===== src/rtl/fir_mac_sequencer.sv =====
// Time-multiplexed FIR: stores one sample per handshake, then runs a single shared
// multiply-accumulate over all taps, one tap per clock, and presents a scaled, saturated result.
module fir_mac_sequencer #(
  parameter int WIDTH = 8,
  parameter int NTAPS = 16,
  parameter int FRAC  = 8
) (
  input  logic                     clock,
  input  logic                     nreset,
  input  logic [WIDTH-1:0]         xn,
  input  logic                     xn_valid,
  output logic                     xn_ready,
  input  logic                     coef_we,
  input  logic [$clog2(NTAPS)-1:0] coef_addr,
  input  logic [WIDTH-1:0]         coef_data,
  output logic [WIDTH-1:0]         yn,
  output logic                     yn_valid,
  input  logic                     yn_ready,
  output logic                     busy
);

  localparam int PW = $clog2(NTAPS);
  localparam int AW = 2 * WIDTH + PW;
  localparam logic [PW:0]   NTAPS_W = (PW + 1)'(NTAPS);
  localparam logic [PW-1:0] LAST    = PW'(NTAPS - 1);

  typedef enum logic [1:0] {IDLE, MAC, OUT} state_t;

  state_t state, state_nxt;

  logic [WIDTH-1:0]   x_buf [NTAPS];
  logic [WIDTH-1:0]   c_reg [NTAPS];
  logic [PW-1:0]      wr_ptr, k, tap_idx;
  logic [PW:0]        wrap_idx;
  logic [AW-1:0]      acc, acc_nxt;
  logic [2*WIDTH-1:0] prod;
  logic               coef_ok, last_tap;

  function automatic logic [WIDTH-1:0] scale_sat(input logic [AW-1:0] v);
    logic [AW-1:0] s;
    s = v >> FRAC;
    if (|s[AW-1:WIDTH]) return {WIDTH{1'b1}};
    return s[WIDTH-1:0];
  endfunction

  // Tap k reads the sample k positions older than the newest, wrapping around the buffer
  assign wrap_idx = {1'b0, wr_ptr} + NTAPS_W - {1'b0, k};
  assign tap_idx  = (wr_ptr >= k) ? (wr_ptr - k) : wrap_idx[PW-1:0];
  assign prod     = (2 * WIDTH)'(x_buf[tap_idx]) * (2 * WIDTH)'(c_reg[k]);
  assign acc_nxt  = acc + AW'(prod);
  assign last_tap = (k == LAST);
  assign coef_ok  = (state == IDLE) && coef_we && ({1'b0, coef_addr} < NTAPS_W);

  always_ff @(posedge clock or negedge nreset) begin
    if (!nreset) state <= IDLE;
    else         state <= state_nxt;
  end

  always_comb begin
    state_nxt = state;
    xn_ready  = 1'b0;
    yn_valid  = 1'b0;
    busy      = 1'b1;
    case (state)
      IDLE: begin
        xn_ready = 1'b1;
        busy     = 1'b0;
        if (xn_valid) state_nxt = MAC;
      end
      MAC: if (last_tap) state_nxt = OUT;
      OUT: begin
        yn_valid = 1'b1;
        if (yn_ready) state_nxt = IDLE;
      end
      default: state_nxt = IDLE;
    endcase
  end

  // Datapath: sample capture, tap sequencing, result load and pointer advance
  always_ff @(posedge clock or negedge nreset) begin
    if (!nreset) begin
      for (int i = 0; i < NTAPS; i++) begin
        x_buf[i] <= '0;
        c_reg[i] <= '0;
      end
      acc    <= '0;
      k      <= '0;
      wr_ptr <= '0;
      yn     <= '0;
    end else begin
      if (coef_ok) c_reg[coef_addr] <= coef_data;
      case (state)
        IDLE: if (xn_valid) begin
          x_buf[wr_ptr] <= xn;
          acc           <= '0;
          k             <= '0;
        end
        MAC: begin
          acc <= acc_nxt;
          k   <= last_tap ? '0 : k + PW'(1);
          if (last_tap) yn <= scale_sat(acc_nxt);
        end
        OUT: if (yn_ready) wr_ptr <= (wr_ptr == LAST) ? '0 : wr_ptr + PW'(1);
        default: ;
      endcase
    end
  end

endmodule

===== config.mk =====
export PLATFORM = sky130hd
export DESIGN_NAME = fir_mac_sequencer
export DESIGN_NICKNAME = d
export VERILOG_FILES = /design/src/rtl/fir_mac_sequencer.sv
export SDC_FILE = /design/constraint.sdc
export NUM_CORES = 1
export LEC_CHECK = 0
export BUFFER_PORTS_ARGS = -buffer_cell sky130_fd_sc_hd__clkbuf_2
export CAP_MARGIN = 40
export CORE_MARGIN = 4
export CORE_UTILIZATION = 32
export CTS_CLUSTER_SIZE = 12
export DETAILED_ROUTE_END_ITERATION = 10
export PLACE_DENSITY_LB_ADDON = 0.05
export SLEW_MARGIN = 20
export SYNTH_ARGS = -nofsm -noshare
export SYNTH_HDL_FRONTEND = slang
export SYNTH_SLANG_ARGS = --single-unit

===== constraint.sdc =====
create_clock -name clock -period 8 [get_ports clock]
set_input_delay 0.8 -clock clock [delete_from_list [all_inputs] [get_ports clock]]
set_output_delay 0.8 -clock clock [all_outputs]
set_load 0.02 [all_outputs]

# After elaboration in Yosys (flattened, before gate mapping)
# Index checks and enable logic that the tools add are counted.
dict set report totals {
  register_bits 294
  inputBits 25
  out_inout_bits 11
  wordCells 104
}
dict set report op_classes {
  n_addsub 6
  multipliers 1
  order_cmp 7
  n_eq_ne 7
  muxes 31
  bitwise 4
  n_reduce_logical 11
}
# cell n
set op_table {}
lappend op_table {{bitwise mux 128 bit} 2}
lappend op_table {{binary-select mux 8 bit (select 4 bit)} 2}
lappend op_table {{demux 8 bit (select 4 bit)} 2}
lappend op_table {{two-way mux 8 bit} 8}
lappend op_table {{one-hot mux 20 bit (2 select lines)} 1}
lappend op_table {{adder 20 x 16 -> 20 bit} 1}
lappend op_table {{greater-or-equal comparator 5 bit, second input constant} 4}
lappend op_table {{two-way mux 20 bit} 1}
lappend op_table {{NOT 4 -> 5 bit} 4}
lappend op_table {{multiplier 8 x 8 -> 16 bit} 1}
lappend op_table {{two-way mux 4 bit} 4}
lappend op_table {{adder 4 x 1 -> 4 bit, second input constant} 3}
lappend op_table {{< comparator 5 x 1 -> 1 bit, second input constant} 2}
lappend op_table {{equality test 4 bit, second input constant} 2}
lappend op_table {{one-hot mux 4 bit (2 select lines)} 1}
lappend op_table {{AND reduction 2 bit} 4}
lappend op_table {{subtractor 4 bit} 2}
lappend op_table {{two-way mux 1 bit} 6}
lappend op_table {{two-way mux 2 bit} 3}
lappend op_table {{!= test 2 bit, second input constant} 3}
lappend op_table {{one-hot mux 2 bit (3 select lines)} 1}
lappend op_table {{greater-or-equal comparator 4 bit} 1}
lappend op_table {{OR reduction 4 bit} 1}
lappend op_table {{logical AND 1 bit} 3}
lappend op_table {{5 further kinds} 5}

# Logic depth before layout (Yosys ltp)
dict set report logic_depth {
  ltp_word 14
  ltp_mapped 28
  mapped_depth_nobuf 25
}

# Worst setup path after synthesis
# No wires, ideal clock.
dict set report synth_timing {
  kind {register to register}
  startpoint {register k[1]}
  endpoint {register yn[0]}
  setup_time_ns 0.139
  t_arrival_ns 7.360
  slack_ns 0.501
  path_stages_with_launch 25
  n_path_buf 5
  synth_period_minus_slack_ns 7.499
  cell_sequence {dfrtp_1 -> buf_2 -> buf_2 -> buf_2 -> inv_1 -> fa_1 -> clkbuf_1 -> buf_2 -> mux4_2 -> mux2_2 -> a21oi_1 -> nor2_1 -> fa_1 -> fa_1 -> fa_1 -> inv_1 -> fa_1 -> inv_1 -> ha_1 -> a2111oi_4 -> a22oi_2 -> a311o_1 -> xor2_1 -> a2111oi_4 -> a21oi_1}
}
dict set report synth_via {
  elab_chain_cells 13
  elab_cells_between_ends 21
  cone_classes {add/sub (3); mul (1); order compare (1); eq/ne (1); mux (11); bitwise (2); reduce/logical (2)}
}
# item line_no
set synth_lines {}
lappend synth_lines {{start: declaration} 33} ;# logic [PW-1:0] wr_ptr, k, tap_idx;
lappend synth_lines {{start signal: assignment} 100} ;# k <= last_tap ? '0 : k + PW'(1);
lappend synth_lines {{subtractor 4 bit, or another cell as far along} 47} ;# assign wrap_idx = {1'b0, wr_ptr} + NTAPS_W - {1'b0, k};
lappend synth_lines {{two-way mux 4 bit} 48} ;# assign tap_idx = (wr_ptr >= k) ? (wr_ptr - k) : wrap_idx[PW-1:0];
lappend synth_lines {{NOT 4 -> 5 bit (implied by the code)} 49} ;# assign prod = (2 * WIDTH)'(x_buf[tap_idx]) * (2 * WIDTH)'(c_reg[k]);
lappend synth_lines {{binary-select mux 8 bit (select 4 bit)} 49}
lappend synth_lines {{two-way mux 8 bit (implied by the code) (2 in a row)} 49}
lappend synth_lines {{multiplier 8 x 8 -> 16 bit} 49}
lappend synth_lines {{adder 20 x 16 -> 20 bit} 50} ;# assign acc_nxt = acc + AW'(prod);
lappend synth_lines {{OR reduction 4 bit} 42} ;# if (|s[AW-1:WIDTH]) return {WIDTH{1'b1}};
lappend synth_lines {{two-way mux 1 bit} 42}
lappend synth_lines {{two-way mux 1 bit} 101} ;# if (last_tap) yn <= scale_sat(acc_nxt);
lappend synth_lines {{two-way mux 1 bit} 92} ;# case (state)
lappend synth_lines {{two-way mux 8 bit} 43} ;# return s[WIDTH-1:0];
lappend synth_lines {{end signal: assignment} 101}
lappend synth_lines {{end: declaration} 16} ;# output logic [WIDTH-1:0] yn,
# Parallel ways exist; a longest one is shown, timed or not. The select of a mux whose other input is x is not followed.
# A chain may end at the register's enable or synchronous reset.

# Worst setup path in the final report
dict set report layout_timing {
  startpoint {register wr_ptr[0]}
  endpoint {register yn[6]}
}
dict set report layout_via {
  elab_chain_cells 14
  elab_cells_between_ends 16
  cone_classes {add/sub (4); mul (1); order compare (1); mux (8); bitwise (1); reduce/logical (1)}
}
# item line_no
set layout_lines {}
lappend layout_lines {{start: declaration} 33}
lappend layout_lines {{start signal: assignment} 103} ;# OUT: if (yn_ready) wr_ptr <= (wr_ptr == LAST) ? '0 : wr_ptr + PW'(1);
lappend layout_lines {{adder 4 x 1 -> 4 bit} 47}
lappend layout_lines {{subtractor 4 bit} 47}
lappend layout_lines {{two-way mux 4 bit (*)} 48}
lappend layout_lines {{NOT 4 -> 5 bit (implied by the code) (*)} 49}
lappend layout_lines {{binary-select mux 8 bit (select 4 bit) (*)} 49}
lappend layout_lines {{two-way mux 8 bit (implied by the code) (*) (2 in a row)} 49}
lappend layout_lines {{multiplier 8 x 8 -> 16 bit (*)} 49}
lappend layout_lines {{adder 20 x 16 -> 20 bit (*)} 50}
lappend layout_lines {{OR reduction 4 bit} 42}
lappend layout_lines {{two-way mux 1 bit} 42}
lappend layout_lines {{two-way mux 1 bit} 101}
lappend layout_lines {{two-way mux 1 bit} 92}
lappend layout_lines {{two-way mux 8 bit (*)} 43}
# Every way passes the cells marked *; elsewhere a longest branch is shown, timed or not. The select of a mux whose other input is x is not followed.

==> impl_results.md <==
* Outcome: finished, final reports clean
* Seq/Total Area, Yosys at 46.1%
* Critical-path cell with the highest stage delay: fa_2
* Worst Max-Slew Pin Slew at 904 ps
* 1st-iter DRT viols at 399
* CP top delay family: adder cells
* Commonest non-fill, non-tap cell in the layout: dfrtp_1
* Port Buffers at 35
* Crit Path Class: reg -> reg
* Final core occ at 37.6%
* Met3 Use GR at 3.58%
* Worst-path clk slew at 60 ps
* Crit-path cells: inv_1, ha_2, inv_1, fa_2, buf_4, buf_4, mux4_2, mux2i_1, mux2i_1, nor2b_1, fa_1, fa_1, fa_1, inv_1, fa_1, inv_1, ha_1, a2111oi_4, a22oi_2, a311o_1, xor2_1, a2111oi_4, buf_4, a21oi_1
* DRC Markers at 0
* Pre-Repair DR Iteration Count at 4
* Design Power at 5.79 mW
* Total of max-cap violations at 0
* Non-Filler Instances at 1962
* Effective utilization at floorplan at 32.5%
* Critical Path Start Type: flip-flop
* Ys async rst share at 100%
* Synthesized cell area at 16000 um2
* First-pass GRT wire length at 66100 um
* Detail Placement HPWL at 28100 um
* CTS H-tree depth at 2
* Worst vdd ir at 0.142 mV
* Post-cts hold buffer count at 0
* Synth-to-Final Area Change at 15.7%
* Die Wd at 231 um
* Max-Slew Margin vs Limit at 39.7%
* Clk root buf: clkbuf_16
* Endpoints failing setup at 0
* Yosys warning count at 0
* RePlAce Congestion at 0.744
* Final setup skew at 21.0 ps
* Die area at 53500 um2
* Clock sinks at 294
* Max incr delay on CP at 580 ps
* Filler Cell Count at 4762
* Inserted Clock Buffers at 38
* Leakage at 9.00 nW
* Pins over their slew limit at 0
* RSZ-0062 raised after global routing: false
* GRT overflow at 0
* WL per Instance at 21.1 um
* I/O pin count at 36
* Peak Freq at 133 MHz
* Yosys reg bits at 294
* Share of cells above drive strength 1 at 38.0%
* Pin count of the biggest net entering global routing at 141
* Yosys top cell area share at 46.1%
* Gr usage total at 16.0%
* Initial antenna violation count at 0
* Fin crit share at 94.3%
* Primary FF master, synth: dfrtp_1
* Critical Path RT at 8410 ps
* Worst-Skew Late Latency at 560 ps
* Height of the die at 231 um
* Hold Vio Cnt, Final at 0
* Largest cells by area after synthesis: dfrtp_1, mux2_2, mux4_2
* Worst Hold Margin at 287 ps
* Final net count at 1392
* Yosys top cell by area: dfrtp_1
* M2 GR Usage at 25.3%
* CP max FO at 8
* Routed wire length at 41400 um
* CP Capture Type: flip-flop
* Post-synth EDFFs at 0
* Placed cell count at 1881
* Longest Clk Path Bufs at 3
* Arr. time, crit path at 7960 ps
* Met1 Usage GRT at 22.9%
* Worst Path Buf+Inv at 7
* Syn Area/Cell at 13.3 um2
* Setup TNS Final at 0 ps
* HP Class: in -> async
* GR peak layer: met2
* TritonCTS clock tree: yes
* Post-Syn Nets at 1321
* Syn Inst Count at 1196
* Min Tclk post-route at 7540 ps
* Via Count at 9624
* PD cells at 313 nW/um2
* Row cnt at 81
* Core area at 49200 um2
* Synth unique cells at 51
* Commonest non-fill, non-tap cells in the layout: dfrtp_1, mux2_2, inv_1, nand2_1, mux4_2
* Final ANT Viol Nets at 0
* Via/cell ratio at 4.91
* Number of global-route vias before repair at 10717
==> worst reg2reg max path, cell delays in order, from the launching register on <==
cell and delay (ps):
dfrtp_1 430, inv_1 160, ha_2 180, inv_1 60
fa_2 590, buf_4 140, buf_4 170, mux4_2 530
mux2i_1 300, mux2i_1 330, nor2b_1 260, fa_1 480
fa_1 420, fa_1 540, inv_1 50, fa_1 520
inv_1 40, ha_1 400, a2111oi_4 390, a22oi_2 180
a311o_1 420, xor2_1 190, a2111oi_4 350, buf_4 210
a21oi_1 80
==> metrics by stage <==
stage | setup WS (ps) | cell area [um2]
finish | 457 | 18500
global route | 6.64 | 18500
CTS | 70.5 | 18400
detailed placement | -28.0 | 17100
global placement | 116 | 17000
floorplan | 501 | 16000
==> report_power, final <==
group / total, mW / leakage [nW] / switching (mW) / internal, mW
sequential: 1.92 / 4.01 / 0.147 / 1.77
combinational: 2.19 / 4.38 / 1.20 / 0.984
clock: 1.68 / 0.616 / 0.677 / 1.01
==> Yosys cell counts, drive strengths merged, types with 3 or more instances <==
master / n
mux2i: 16
o21ai: 28
a32o: 3
mux4: 68
nor3: 4
buf: 16
nand2b: 23
xor2: 11
nor2b: 19
and2: 7
a22o: 6
mux2: 265
fa: 51
a21oi: 29
nand3: 6
nand2: 74
xnor2: 6
o211ai: 4
nor2: 40
nor3b: 4
a211oi: 5
clkbuf: 35
dfrtp: 294
inv: 100
a21o: 8
ha: 49
==> repair_timing <==
action | in CTS | in global routing
pin swaps | 1 | 1
gates resized for setup | 0 | 2
setup endpoints to repair | 8 | 8
setup buffers | 2 | 4
==> worst paths after layout <==
kind / startpoint / end / slack, ps / cells past startpoint
min: nreset / x_buf[47] / 290 / 1
min reg2reg: acc[7] / acc[7] / 490 / 2
max in group asynchronous: nreset / yn[3] / 6380 / 2
max: wr_ptr[0] / yn[6] / 460 / 24
min in group clock: acc[7] / acc[7] / 490 / 2
max reg2reg: wr_ptr[0] / yn[6] / 460 / 24
==> cell families after synthesis <==
family / after synthesis / synth area share [%]
compound gates: 99 / 4.23
xor+xnor: 17 / 0.933
fa+ha+maj: 100 / 10.2
buf+inv: 151 / 3.68
flops: 294 / 46.1
mux: 349 / 29.3
simple gates: 186 / 5.55
==> layer usage <==
metal  wire length, um  share of wire, %
met5                 0                 0
met4               509               1.2
met2             18900                46
met1             20200                49
met3              1790               4.3
==> area by class of cell <==
class | instances | area, um2 | share of cell area, %
clock inverters | 11 | 78.8 | 0.427
inverters | 100 | 375 | 2.03
multi-input cells | 751 | 8040 | 43.5
well taps | 664 | 831 | 4.50
clock buffers | 58 | 1170 | 6.31
repair buffers | 82 | 612 | 3.31
diodes | 2 | 5.00 | 0.0271
flip-flops and latches | 294 | 7360 | 39.8
(Power assumes the default switching activity.)
